<file path="src/rtl/tlx_sram_pkg.sv">
// Shared arbiter FSM encoding and default geometry for the two-port SRAM arbiter.
package tlx_sram_pkg;

    localparam int DEF_ADDR_WIDTH = 27;
    localparam int DEF_DATA_WIDTH = 64;
    localparam int DEF_MAX_BURST  = 16;

    typedef enum logic [1:0] {
        IDLE  = 2'd0,
        LOCK0 = 2'd1,
        LOCK1 = 2'd2
    } arb_state_t;

endpackage

</file>
<file path="src/rtl/tlx_rr_arb2.sv">
// Two-way arbiter: a lone request wins, and on contention the port not served last wins.
// Purely combinational, zero latency; a losing requester holds its request.
module tlx_rr_arb2 (
    input  logic req0,
    input  logic req1,
    input  logic last,
    output logic gnt0,
    output logic gnt1
);

    assign gnt0 = req0 & (~req1 | last);
    assign gnt1 = req1 & (~req0 | ~last);

endmodule

</file>
<file path="src/rtl/tlx_sram_arb.sv">
// Two-requester SRAM arbiter with lock bursts and a bounded burst length.
// Grants are combinational in the request cycle; read valid follows one cycle later; losers hold requests.
module tlx_sram_arb
    import tlx_sram_pkg::*;
#(
    parameter int ADDR_WIDTH = DEF_ADDR_WIDTH,
    parameter int DATA_WIDTH = DEF_DATA_WIDTH,
    parameter int MAX_BURST  = DEF_MAX_BURST
) (
    input  logic                    CLK,
    input  logic                    RESET,
    input  logic                    R0_REQ,
    input  logic                    R0_LOCK,
    input  logic                    R0_WRITE,
    input  logic [ADDR_WIDTH-1:0]   R0_ADDR,
    input  logic [DATA_WIDTH-1:0]   R0_WDATA,
    input  logic [DATA_WIDTH/8-1:0] R0_WBE,
    output logic                    R0_GNT,
    output logic                    R0_RVALID,
    output logic [DATA_WIDTH-1:0]   R0_RDATA,
    input  logic                    R1_REQ,
    input  logic                    R1_LOCK,
    input  logic                    R1_WRITE,
    input  logic [ADDR_WIDTH-1:0]   R1_ADDR,
    input  logic [DATA_WIDTH-1:0]   R1_WDATA,
    input  logic [DATA_WIDTH/8-1:0] R1_WBE,
    output logic                    R1_GNT,
    output logic                    R1_RVALID,
    output logic [DATA_WIDTH-1:0]   R1_RDATA,
    output logic                    SRAM_CS,
    output logic [DATA_WIDTH/8-1:0] SRAM_WE,
    output logic [ADDR_WIDTH-1:0]   SRAM_ADDR,
    output logic [DATA_WIDTH-1:0]   SRAM_WDATA,
    input  logic [DATA_WIDTH-1:0]   SRAM_RDATA
);

    localparam int BE_W  = DATA_WIDTH / 8;
    localparam int CNT_W = $clog2(MAX_BURST);
    localparam logic [CNT_W-1:0] CNT_MAX = CNT_W'(MAX_BURST - 1);

    arb_state_t       state;
    logic             last;
    logic [CNT_W-1:0] cnt;
    logic [CNT_W-1:0] cnt_inc;
    logic             burst_end;
    logic             rr_gnt0;
    logic             rr_gnt1;
    logic             gnt0;
    logic             gnt1;
    logic             rvalid0;
    logic             rvalid1;

    tlx_rr_arb2 u_rr (
        .req0 (R0_REQ),
        .req1 (R1_REQ),
        .last (last),
        .gnt0 (rr_gnt0),
        .gnt1 (rr_gnt1)
    );

    // Grants are masked by RESET so the SRAM sees no select while reset is held.
    always_comb begin
        gnt0 = 1'b0;
        gnt1 = 1'b0;
        if (!RESET) begin
            case (state)
                IDLE: begin
                    gnt0 = rr_gnt0;
                    gnt1 = rr_gnt1;
                end
                LOCK0:   gnt0 = R0_REQ;
                LOCK1:   gnt1 = R1_REQ;
                default: ;
            endcase
        end
    end

    assign cnt_inc   = (cnt == CNT_MAX) ? cnt : cnt + 1'b1;
    assign burst_end = (cnt_inc == CNT_MAX);

    always_ff @(posedge CLK or posedge RESET) begin
        if (RESET) begin
            state   <= IDLE;
            last    <= 1'b1;
            cnt     <= '0;
            rvalid0 <= 1'b0;
            rvalid1 <= 1'b0;
        end else begin
            rvalid0 <= gnt0 & ~R0_WRITE;
            rvalid1 <= gnt1 & ~R1_WRITE;
            if (gnt0) begin
                last <= 1'b0;
            end else if (gnt1) begin
                last <= 1'b1;
            end
            case (state)
                IDLE: begin
                    cnt <= '0;
                    if (gnt0 && R0_LOCK) begin
                        state <= LOCK0;
                    end else if (gnt1 && R1_LOCK) begin
                        state <= LOCK1;
                    end
                end
                LOCK0: begin
                    if (!R0_REQ) begin
                        state <= IDLE;
                    end else begin
                        cnt <= cnt_inc;
                        if (!R0_LOCK || (burst_end && R1_REQ)) begin
                            state <= IDLE;
                        end
                    end
                end
                LOCK1: begin
                    if (!R1_REQ) begin
                        state <= IDLE;
                    end else begin
                        cnt <= cnt_inc;
                        if (!R1_LOCK || (burst_end && R0_REQ)) begin
                            state <= IDLE;
                        end
                    end
                end
                default: state <= IDLE;
            endcase
        end
    end

    assign R0_GNT     = gnt0;
    assign R1_GNT     = gnt1;
    assign R0_RVALID  = rvalid0;
    assign R1_RVALID  = rvalid1;
    assign R0_RDATA   = SRAM_RDATA;
    assign R1_RDATA   = SRAM_RDATA;
    assign SRAM_CS    = gnt0 | gnt1;
    assign SRAM_ADDR  = gnt1 ? R1_ADDR  : R0_ADDR;
    assign SRAM_WDATA = gnt1 ? R1_WDATA : R0_WDATA;
    assign SRAM_WE    = gnt1 ? (R1_WRITE ? R1_WBE : {BE_W{1'b0}}) :
                        gnt0 ? (R0_WRITE ? R0_WBE : {BE_W{1'b0}}) : {BE_W{1'b0}};

endmodule

</file>
<file path="config.mk">
export PLATFORM = sky130hd
export DESIGN_NAME = tlx_sram_arb
export DESIGN_NICKNAME = d
export VERILOG_FILES = /design/src/rtl/tlx_sram_pkg.sv /design/src/rtl/tlx_rr_arb2.sv /design/src/rtl/tlx_sram_arb.sv
export SDC_FILE = /design/constraint.sdc
export NUM_CORES = 1
export LEC_CHECK = 0
export CAP_MARGIN = 20
export CORE_AREA = 2 2 197 199
export DETAILED_ROUTE_END_ITERATION = 10
export DIE_AREA = 0 0 199 201
export GPL_TIMING_DRIVEN = 0
export PLACE_DENSITY = 0.34
export SLEW_MARGIN = 15
export SYNTH_ARGS = -nofsm -noshare
export SYNTH_HDL_FRONTEND = slang
export SYNTH_HIERARCHICAL = 1
export SYNTH_SLANG_ARGS = --single-unit
</file>
<file path="constraint.sdc">
create_clock -name CLK -period 3.8 [get_ports CLK]
set_input_delay 0.76 -clock CLK [delete_from_list [all_inputs] [get_ports CLK]]
set_output_delay 0.76 -clock CLK [all_outputs]
set_load 0.03 [all_outputs]
</file>
==> impl_summary.md, run 1 <==
Run status
The run finished with clean final reports.

Logic synthesis
Counting flops with a built-in enable in the synthesized netlist gives 0. In this run, synthesis produced a sequential element count of 9. A synthesized cell averages 8.98 sq um. The cell count after synthesis came out at 312. Synthesis produced a netlist with a net count of 586. Of the post-synthesis cell area, the dominant cell type holds 0.366. Of all cell types, the one taking the most synthesized area is sky130_fd_sc_hd__mux2_2. The primary flip-flop cell chosen by synthesis mapping is sky130_fd_sc_hd__dfrtp_1. After synthesis, the netlist uses 37 different library cells. The combined area of all synthesized cells is 2800 sq um. The number of warnings reported in the yosys synthesis log is 6. In the synthesized netlist the async set-or-reset flop fraction comes to 1.00. Of the synthesized area, sequential elements account for 0.0808. After synthesis, the cell types taking the most area are sky130_fd_sc_hd__mux2_2 37%, sky130_fd_sc_hd__buf_4 36%, sky130_fd_sc_hd__dfrtp_1 7.1%.

Pwr
The highest ir drop seen on vdd is 0.000116 V. The reported leakage power is 3.15 nW. The total power of the final layout is 2.33 mW. Power spread over the standard cell area amounts to 296 nW/um^2.

Timing
After routing, the total negative slack on setup checks comes to 0 ps. The worst clock skew is 3.20 ps. Derived from the worst setup path, the maximum achievable clock frequency is 274 MHz. In this run the tightest slew margin relative to its limit is 0.523. At the pin with the least slew margin, the transition time is 716 ps.

The final hold violation count came to 0. Setup repair after global routing left no endpoint under its margin. The worst hold slack across all endpoints is 520 ps. Once routing completed, OpenROAD measured the worst setup slack at 152 ps. The post-route minimum period is 3650 ps. The final-report setup violation count is 0. The final count of pins violating max slew is 0.

The final clock period utilization by the worst path is 0.960.

Detailed routing
The total via count in the routed design is 3703. The total wire length is 21.1 mm. The first TritonRoute pass finished after 4 iterations.

The detailed-route vias per instance is 2.92. For this block, the initial DRC count from the detailed router was 78. After detailed routing, the average wire length per cell comes to 16.6 microns. The detail route stage leaves a number of antenna-violating nets equal to 0. The number of design rule violations left after detail routing is 0.

Finish
0 antenna diodes ended up in the layout. In the layout the commonest cells are 364 x sky130_fd_sc_hd__clkdlybuf4s50_1, 137 x sky130_fd_sc_hd__buf_4, 91 x sky130_fd_sc_hd__mux2_2. Compared with the post-synthesis result, the final layout area differs by 180%. The library cell used most frequently in the layout, excluding fill and tap cells, is sky130_fd_sc_hd__clkdlybuf4s50_1.

The layout filler cell count is 4221. The total number of nets in the final design is 1027. The fraction of layout cells with a size suffix above 1 is 0.331.

GRT
The global-route wire length before repair is 28.5 mm. The total global routing track utilization is 0.0993. Entering global routing, the biggest net connects 11 pins. The number of global-route vias before repair is 4049. The number of antenna violations at the first check in global routing is 1. The overall overflow remaining after global route is 0.

Die
From left edge to right edge, the die measures 199 microns. During I/O placement, the number of pins put on the boundary was 502. The total area inside the core boundary comes to 38100 sq um. From bottom edge to top edge, the die measures 201 microns. For this configuration, the core starts out at a cell density of 0.0735. In this run the core area contains 72 standard-cell rows. The area of the die is 40000 sq um.

Critical path
At the worst endpoint, the required time is 3040 ps. For the worst setup path, the data arrival time is 2890 ps. The type of origin of the critical path is a primary input.

Setup slack on the worst reg-to-reg path comes out at 1710 ps. In this run the worst path has a maximum fanout of 10. The worst setup path is captured at an output port. The startpoint identified for the worst register-to-register timing path is state[0]. The worst-case reg-to-reg path depth is 8.

The start-to-end type of the worst setup path is primary input to output port. The endpoint of the worst-slack reg-to-reg timing path is R1_RVALID.

Clock network
For the worst-skew pair, the clock arrives at the later sink with an insertion delay of 240 ps. The CTS H-tree depth is 1. Clock-pin slew was measured on the worst setup and hold paths at 40 ps.

The worst-case clock buffer depth is 2. The number of clock sinks seen by CTS is 9. The CTS buffer count is 3.

The master cell of the clock root buffer is sky130_fd_sc_hd__clkbuf_16. The CTS tree is yes.

Worst hold path
In this run the worst hold path is classified as register to register. The end point of the most critical hold path is last. The startpoint of the most critical hold path is last. The hold-critical path depth is 2.

Placed design
Once detailed placement completed, the half-perimeter wirelength came to 19.4 mm. The weighted congestion reported at the end of routability-driven placement is 0.719. During placement, the flow inserted port buffers numbering 436. The pre-CTS worst setup slack is -942 ps.

Flow run
Across the run, the number of max-cap violations was 0.
registers in the layout, indices dropped and copies added, names as in the netlist:
signal,cells
R1_RVALID,1
last,1
cnt,4
state,2
R0_RVALID,1
area by class of cell:
| cell class | count | area [sq um] | area share |
|---|---|---|---|
| sequential | 9 | 226 | 0.0288 |
| tap | 518 | 648 | 0.0825 |
| buffer | 140 | 1050 | 0.134 |
| inverter | 9 | 33.8 | 0.00430 |
| timing repair buffer | 437 | 4300 | 0.548 |
| multi-input combinational | 153 | 1510 | 0.192 |
| clock buffer | 4 | 78.8 | 0.0100 |
per-layer routing:
layer / wire length (microns) / track usage / vias up
met5: 0 / 0 / -
met4: 467 / 0.0205 / 0
met3: 1710 / 0.0304 / 14
met2: 11400 / 0.192 / 200
met1: 7490 / 0.103 / 1646
li1: - / - / 1843
power by group:
group	switching [mW]	internal [mW]	total [mW]
Combinational	1.06	0.922	1.98
Sequential	0.0261	0.126	0.152
Clock	0.0496	0.141	0.190
worst max-delay path by stage:
stage	from	to	slack, ps	cells past startpoint
6_report	R0_REQ	SRAM_ADDR[9]	150	8
5_1_grt	R0_REQ	SRAM_WE[1]	30	7
4_1_cts	R1_REQ	SRAM_ADDR[10]	20	8
3_5_place_dp	R1_REQ	SRAM_WE[3]	-940	8
3_3_place_gp	R1_REQ	SRAM_WE[3]	-900	8
2_1_floorplan	R0_REQ	SRAM_WE[0]	730	6
critical path, stage by stage:
cell and delay, ps:
sky130_fd_sc_hd__dlygate4sd2_1 330, sky130_fd_sc_hd__a21boi_2 200, sky130_fd_sc_hd__nand2_1 130, sky130_fd_sc_hd__a21oi_4 170, sky130_fd_sc_hd__buf_12 130, sky130_fd_sc_hd__buf_4 200
sky130_fd_sc_hd__mux2_2 360, sky130_fd_sc_hd__clkdlybuf4s50_1 620
what timing repair did:
action / in CTS / in global routing
hold buffers: 0 / 0
pin swaps: 1 / 0
endpoints found under the hold margin: 0 / 0
resized for setup: 97 / 1
setup buffers: 1 / 0
setup endpoints to repair: 100 / 73
cells in the mapped netlist (2+ instances only):
master / count
sky130_fd_sc_hd__a21oi_1: 4
sky130_fd_sc_hd__a22oi_1: 2
sky130_fd_sc_hd__a32o_1: 9
sky130_fd_sc_hd__and4bb_4: 2
sky130_fd_sc_hd__buf_2: 4
sky130_fd_sc_hd__buf_4: 134
sky130_fd_sc_hd__dfrtp_1: 8
sky130_fd_sc_hd__ha_1: 4
sky130_fd_sc_hd__inv_1: 9
sky130_fd_sc_hd__mux2_2: 91
sky130_fd_sc_hd__nand2_1: 5
sky130_fd_sc_hd__nand2b_1: 2
sky130_fd_sc_hd__nand3_1: 4
sky130_fd_sc_hd__nor2_1: 3
sky130_fd_sc_hd__nor3_1: 3
sky130_fd_sc_hd__o21ai_0: 7
cells by family (layout without fill, tap and decap cells):
kind of cell             after synthesis  count (layout)  share of synthesized area
AO/OA/AOI/OAI                         33              33                     0.0964
adder cells (fa/ha/maj)                4               4                     0.0179
AND/OR/NAND/NOR                       25              25                     0.0545
multiplexers                          91              91                      0.366
flip-flops                             9               9                     0.0808
buffers and inverters                150             590                      0.385
through the flow:
step                utilization  instances  instance area (sq um)
finish                    0.206       1270                   7850
global placement          0.205       1266                   7820
CTS                       0.206       1270                   7860
floorplan                     -        312                   2800
global route              0.206       1270                   7850
detailed placement        0.205       1266                   7820
Note: power is estimated with default switching activity, not from simulation.
==> inputs of run 2 (changes only) <==
--- a/config.mk
+++ b/config.mk
@@ -11,6 +11,7 @@
 export DIE_AREA = 0 0 199 201
 export GPL_TIMING_DRIVEN = 0
 export PLACE_DENSITY = 0.34
+export SETUP_SLACK_MARGIN = 0.4
 export SLEW_MARGIN = 15
 export SYNTH_ARGS = -nofsm -noshare
 export SYNTH_HDL_FRONTEND = slang
==> impl_summary.md, run 2 (same netlist as run 1, synthesis figures left out) <==
Die
The area of the die is 40000 sq um. The initial utilization of the core area, before any placement, comes to 0.0735. During I/O placement, the number of pins put on the boundary was 502.

The core footprint is 38100 sq um. The die span in y is 201 microns. After floorplanning, the core was divided into 72 placement rows.

From left edge to right edge, the die measures 199 microns.

Placed design
The number of buffers added on ports is 436. The weighted congestion reported at the end of routability-driven placement is 0.719. Summed over all nets, the half-perimeter wirelength after detailed placement is 19.4 mm.

Timing
Hold is met by 519 ps. The final count of pins violating max slew came to 0. The highest achievable clock rate is 304 MHz. The final hold violation count is 0. The smallest clock period supported by the final layout is computed as 3290 ps. The worst clock skew is 4.05 ps. For the pin with the worst max-slew slack, the measured transition is 718 ps. The worst pin sits at a relative slew slack of 0.522. The final clock period utilization by the worst path is 0.867. Setup repair after global routing left no endpoint under its margin. Setup violations remaining at the end of the flow were counted as 0.

Finish
The leading cell type in the layout, fill and taps excluded is sky130_fd_sc_hd__clkdlybuf4s50_1. The fraction of layout cells with a size suffix above 1 is 0.424. The net count of the finished layout is 1030.

Compared with the post-synthesis result, the final layout area differs by 173%. The top cell types in the final layout, fill and taps aside, are 334 x sky130_fd_sc_hd__clkdlybuf4s50_1, 134 x sky130_fd_sc_hd__buf_4, 91 x sky130_fd_sc_hd__mux2_2. The largest registers in the layout are cnt x4, state x2. The register with the most flip-flops in the layout has 4 of them. Counting flops per register, the top entry is cnt.

The number of antenna diodes in the final layout is 0.

Clock network
Counting along the longest clock path gives a buffer depth of 2. The number of clock buffers added by TritonCTS is 3. At the later pin of the worst-skew pair, clock insertion delay measures 240 ps. CTS built an H-tree with a depth of 1. Clock tree synthesis selected as its root buffer the cell sky130_fd_sc_hd__clkbuf_16. Clock-pin slew was measured on the worst setup and hold paths at 40 ps. For this design, the CTS-stage hold fixing added 0 buffers. The number of clock sinks seen by CTS is 9. The CTS tree is yes.

GRT
The first global-routing pass estimated 28.9 mm of wire. The pin count of the biggest net entering global routing is 11. The number of global-route vias before repair is 4060. The total global routing track utilization is 0.100. After global routing the overflow that remains totals 0. The number of antenna violations at the first check in global routing came to 1.

Critical path
The maximum fanout count along the critical path is 10. In this run the worst setup path begins at RESET. STA classifies the critical path endpoint as an output port. The start-to-end type of the worst setup path is primary input to output port. STA classifies the critical path startpoint as a primary input.

The worst reg-to-reg setup slack is 1760 ps. The worst register-to-register path begins at state[0]. For the worst setup path, the data required time is 3040 ps. The arrival time at the worst endpoint is 2530 ps.

Detailed routing
The count of nets left with antenna violations once routing finished came out at 0. After detailed routing, the number of remaining DRC violations is 0. The total via count in the routed design is 3717.

The number of DRC markers after the initial detailed-route iteration is 60. Signal routing reaches up to met4. After detailed routing, the average wire length per cell comes to 16.6 microns.

The number of detailed-routing iterations run before antenna repair is 4. Summed over all nets, wire length on met2 after detailed routing comes to 11.8 mm. The detailed router put a total of 7.68 mm of wire on met1. Dividing the detail-routed via count by the number of cells gives 2.92. After detailed routing, the total wire length is 21.1 mm. The wire length on met3 is 1.58 mm.

Pwr
Summed over all cells, the static leakage comes to 3.14 nW. The highest ir drop seen on vdd is 0.000119 V. The power density over the cells is 301 nW/um^2. The design draws 2.30 mW.

Run status
The flow ran to the end, and the final reports show no timing, DRC or antenna violations.

Flow run
The number of max-cap violations is 0.

Worst hold path
The worst hold path begins at last. The worst hold path belongs to the class register to register.
==> run 2: cell types whose count changed in the layout (fill, tap and decap cells not counted), moves of 2 or more <==
cell                              change
sky130_fd_sc_hd__buf_8                +3
sky130_fd_sc_hd__clkdlybuf4s15_2      +2
sky130_fd_sc_hd__clkdlybuf4s50_1     -30
sky130_fd_sc_hd__buf_4                -3
sky130_fd_sc_hd__dlygate4sd2_1       -36
sky130_fd_sc_hd__buf_12               +2
sky130_fd_sc_hd__clkbuf_4             +2
sky130_fd_sc_hd__buf_2               +64
==> run 2: critical path, stage by stage <==
cell                              delay [ps]
sky130_fd_sc_hd__clkdlybuf4s50_1         520
sky130_fd_sc_hd__a21oi_4                 190
sky130_fd_sc_hd__buf_12                  140
sky130_fd_sc_hd__buf_4                   200
sky130_fd_sc_hd__mux2_2                  350
sky130_fd_sc_hd__dlygate4sd2_1           370
==> run 2: worst paths after layout <==
path,end,cells past startpoint
setup reg to reg,cnt[0],7
setup / recovery,SRAM_ADDR[8],6
hold reg to reg,last,2
hold / removal,last,2
min in group asynchronous,R0_RVALID,2
max in group asynchronous,last,2
==> run 2: cell type report <==
class / instances / area (sq um)
Inverter: 9 / 33.8
Tap cell: 518 / 648
Multi-Input combinational cell: 153 / 1510
Timing Repair Buffer: 439 / 4040
Fill cell: 4260 / 30500
Clock buffer: 4 / 78.8
Buffer: 141 / 1110
Sequential cell: 9 / 226
==> run 2: power breakdown <==
part | leakage [nW] | switching, mW | total [mW] | internal, mW
Clock | 0.0382 | 0.0501 | 0.191 | 0.141
Sequential | 0.119 | 0.0263 | 0.152 | 0.126
Combinational | 2.98 | 1.07 | 1.96 | 0.888
==> run 2: repair_timing <==
item                                    in CTS  in global routing
pin swaps                                    1                  1
buffers inserted                             2                  1
endpoints found under the setup margin     102                101
resized for setup                          347                 60
==> run 2: per-layer routing <==
layer,vias to the layer above,GRT usage
met3,4,0.0276
met1,1675,0.107
met4,0,0.00506
met2,189,0.200
met5,-,0
li1,1849,-
==> run 2: metrics by stage <==
stage,utilization,TNS [ps],setup slack [ps],instance area (sq um),instances
3_3_place_gp,0.205,-69230,-904,7820,1266
2_1_floorplan,-,0,726,2800,312
3_5_place_dp,0.205,-74690,-942,7820,1266
4_1_cts,0.205,0,283,7800,1272
5_1_grt,0.201,0,410,7650,1273
6_report,0.201,0,507,7650,1273
==> RTL edit, RTL diff (settings of run 1) <==
Re-encode `arb_state_t` (3 states) as one-hot, 3 bits wide.
--- a/src/rtl/tlx_sram_pkg.sv
+++ b/src/rtl/tlx_sram_pkg.sv
@@ -6,8 +6,8 @@
     localparam int DEF_MAX_BURST  = 16;
 
-    typedef enum logic [1:0] {
-        IDLE  = 2'd0,
-        LOCK0 = 2'd1,
-        LOCK1 = 2'd2
+    typedef enum logic [2:0] {
+        IDLE  = 3'b001,
+        LOCK0 = 3'b010,
+        LOCK1 = 3'b100
     } arb_state_t;
 
Function: no difference found for any inputs over 10 cycles, from zero or initial values and one cycle with RESET high; not proved beyond that.
==> RTL edit against run 1 <==
  * Synthesized area increased by 0.63%
  * Power increased by 4.0%
  * Die area is the same
  * Count of clock-buffer cells in the layout unchanged
  * Critical path depth is 1 higher
  * Sequential power rose by 7%
  * Worst hold slack lost 0.0036 ns
  * Sequential cell count increased by 1
  * Cell count rose by 15%
  * Worst setup slack gained 0.0080 ns
  * Design area increased by 0.99%
  * Routed wire length decreased by 2.9%
  * Synthesized cell count increased by 61%
  * Largest cell class unchanged
==> RTL edit: results (changes against run 1) <==
- The worst slew margin relative to its limit was 0.687 (+0.164).
* Hold depth: 2 (unchanged)
* Critical Path End: SRAM_WDATA[13]
- The met3 global-route usage came to 0.0225 (-0.00790).
- The number of buffers other than clock buffers in the final layout was 589 (+2.1%).
- ClkCell Share: 0.00994 (-0.0000982)
- The net count reported at finish is 1215 (+18%).
* Global-route wire length before repair: 27.9 mm (-2.2%)
- Total length of routed wires: 20.5 mm (-2.9%)
- Top flop regs: cnt (4), state (3)
- Worst Path Arrival: 2.88 ns (about the same)
- The proportion of cell area occupied by multi-input gates is 0.190 (-0.00188).
- Initial DRT Pass Iterations: 4 (unchanged)
- Worst Reg2Reg Path Length in Cells: 6 (-2)
* Skew-Pair Late Insertion Delay: 0.24 ns (about the same)
- The register area share after synthesis was 0.0896 (+0.00881).
* Initial antenna violation count: 0 (-1)
- The half-perimeter wire length after detailed placement is 18.0 mm (-7.2%).
* Met1 track utilization from global routing: 0.0937 (-0.00958)
* Total track usage: 0.0932 (-0.00604)
- Commonest cells in the synthesized netlist: 276 x sky130_fd_sc_hd__nand2_1, 128 x sky130_fd_sc_hd__buf_4, 13 x sky130_fd_sc_hd__buf_2, 9 x sky130_fd_sc_hd__a32o_1, 9 x sky130_fd_sc_hd__clkbuf_1
- The setup skew after layout came to 0.00701 ns (+0.00381 ns).
* Number of nets produced by synthesis: 773 (+32%)
- The count of buffers from port buffering came to 436 (unchanged).
- Multi-Input Combinational: 335 (+120%)
* Drt first-iter violations: 117 (+50%)
* Total leakage power: 3.67 nW (+16%)
* Number of sequential cells: 10 (+1)
- Peak ir drop on the vdd network: 0.000121 V (+5.0%)
* Leading post-synthesis cells by cell area: sky130_fd_sc_hd__nand2_1 37%, sky130_fd_sc_hd__buf_4 34%, sky130_fd_sc_hd__dfrtp_1 7.1%
- Fmax: 0.275 GHz (+0.22%)
- Layout non-clock buf frac: 0.684 (+0.00169)
* FILL cells: 4288 (+1.6%)
- Share of layout cells above drive strength 1: 0.262 (-0.0692)
* Status: completed
- FF-to-FF Start: state[2]
- The area taken by flip-flops and latches is 253 sq um (+12%).
* Largest net degree at the start of global routing: 12 (+1)
- Setup slack of the most critical reg-to-reg path: 2.02 ns (+0.31 ns)
- Clock-pin slew on the worst setup and hold paths: 0.04 ns (about the same)
* Post-place setup slack: -0.898 ns (+0.0441 ns)
- RD Place Congestion: 0.711 (-1.1%)
- The number of distinct library cell variants in the gate-level netlist after synthesis was 42 (+14%).
- Met2 Usage GRT: 0.194 (+0.00112)
- The number of ordinary inverters in the final layout came to 5 (-4).
- Routed via count: 4577 (+24%)
- The minimum hold slack was 0.516 ns (-0.00357 ns).
- Critical R2R Capture: state[2]
## RTL edit: power breakdown
part | switching (mW) | internal [mW]
clock network | 0.0506 | 0.141
registers | 0.0267 | 0.135
logic | 1.21 | 0.862
total | 1.28 | 1.14
## RTL edit: cell families (layout without fill, tap and decap cells)
family | count (synthesis) | after routing | share of synthesized area
XOR/XNOR | 1 | 1 | 0.00311
AND/OR/NAND/NOR | 302 | 302 | 0.427
adder cells (fa/ha/maj) | 1 | 1 | 0.00444
AO/OA/AOI/OAI | 30 | 30 | 0.0865
multiplexers | 1 | 1 | 0.00399
buffers and inverters | 157 | 598 | 0.385
flip-flops | 10 | 10 | 0.0896
## RTL edit: critical path: stages
cell and delay, ns:
sky130_fd_sc_hd__clkdlybuf4s50_1 0.48, sky130_fd_sc_hd__a21boi_0 0.20, sky130_fd_sc_hd__nand3b_1 0.11, sky130_fd_sc_hd__a211o_4 0.39
sky130_fd_sc_hd__buf_4 0.22, sky130_fd_sc_hd__clkbuf_4 0.22, sky130_fd_sc_hd__nand2_1 0.11, sky130_fd_sc_hd__nand2_1 0.08
sky130_fd_sc_hd__clkdlybuf4s15_2 0.29
## RTL edit: routing by layer
layer	up-vias	routed length, um
met3	8	1960
met4	0	132
met5	-	0
met2	294	11200
met1	1952	7200
li1	2323	-
## RTL edit: timing repair
| action | in CTS | in global routing |
|---|---|---|
| buffers inserted | 1 | 0 |
| endpoints found under the hold margin | 0 | 0 |
| setup endpoints to repair | 101 | 53 |
| hold buffers | 0 | 0 |
| pin swaps | 1 | 0 |
| gates resized for setup | 303 | 43 |
## RTL edit: stage by stage
step	instance area, sq um	cells
after floorplan	2820	502
after global placement	7830	1456
after detailed placement	7830	1456
after CTS	7980	1461
after global routing	7930	1461
final	7930	1461
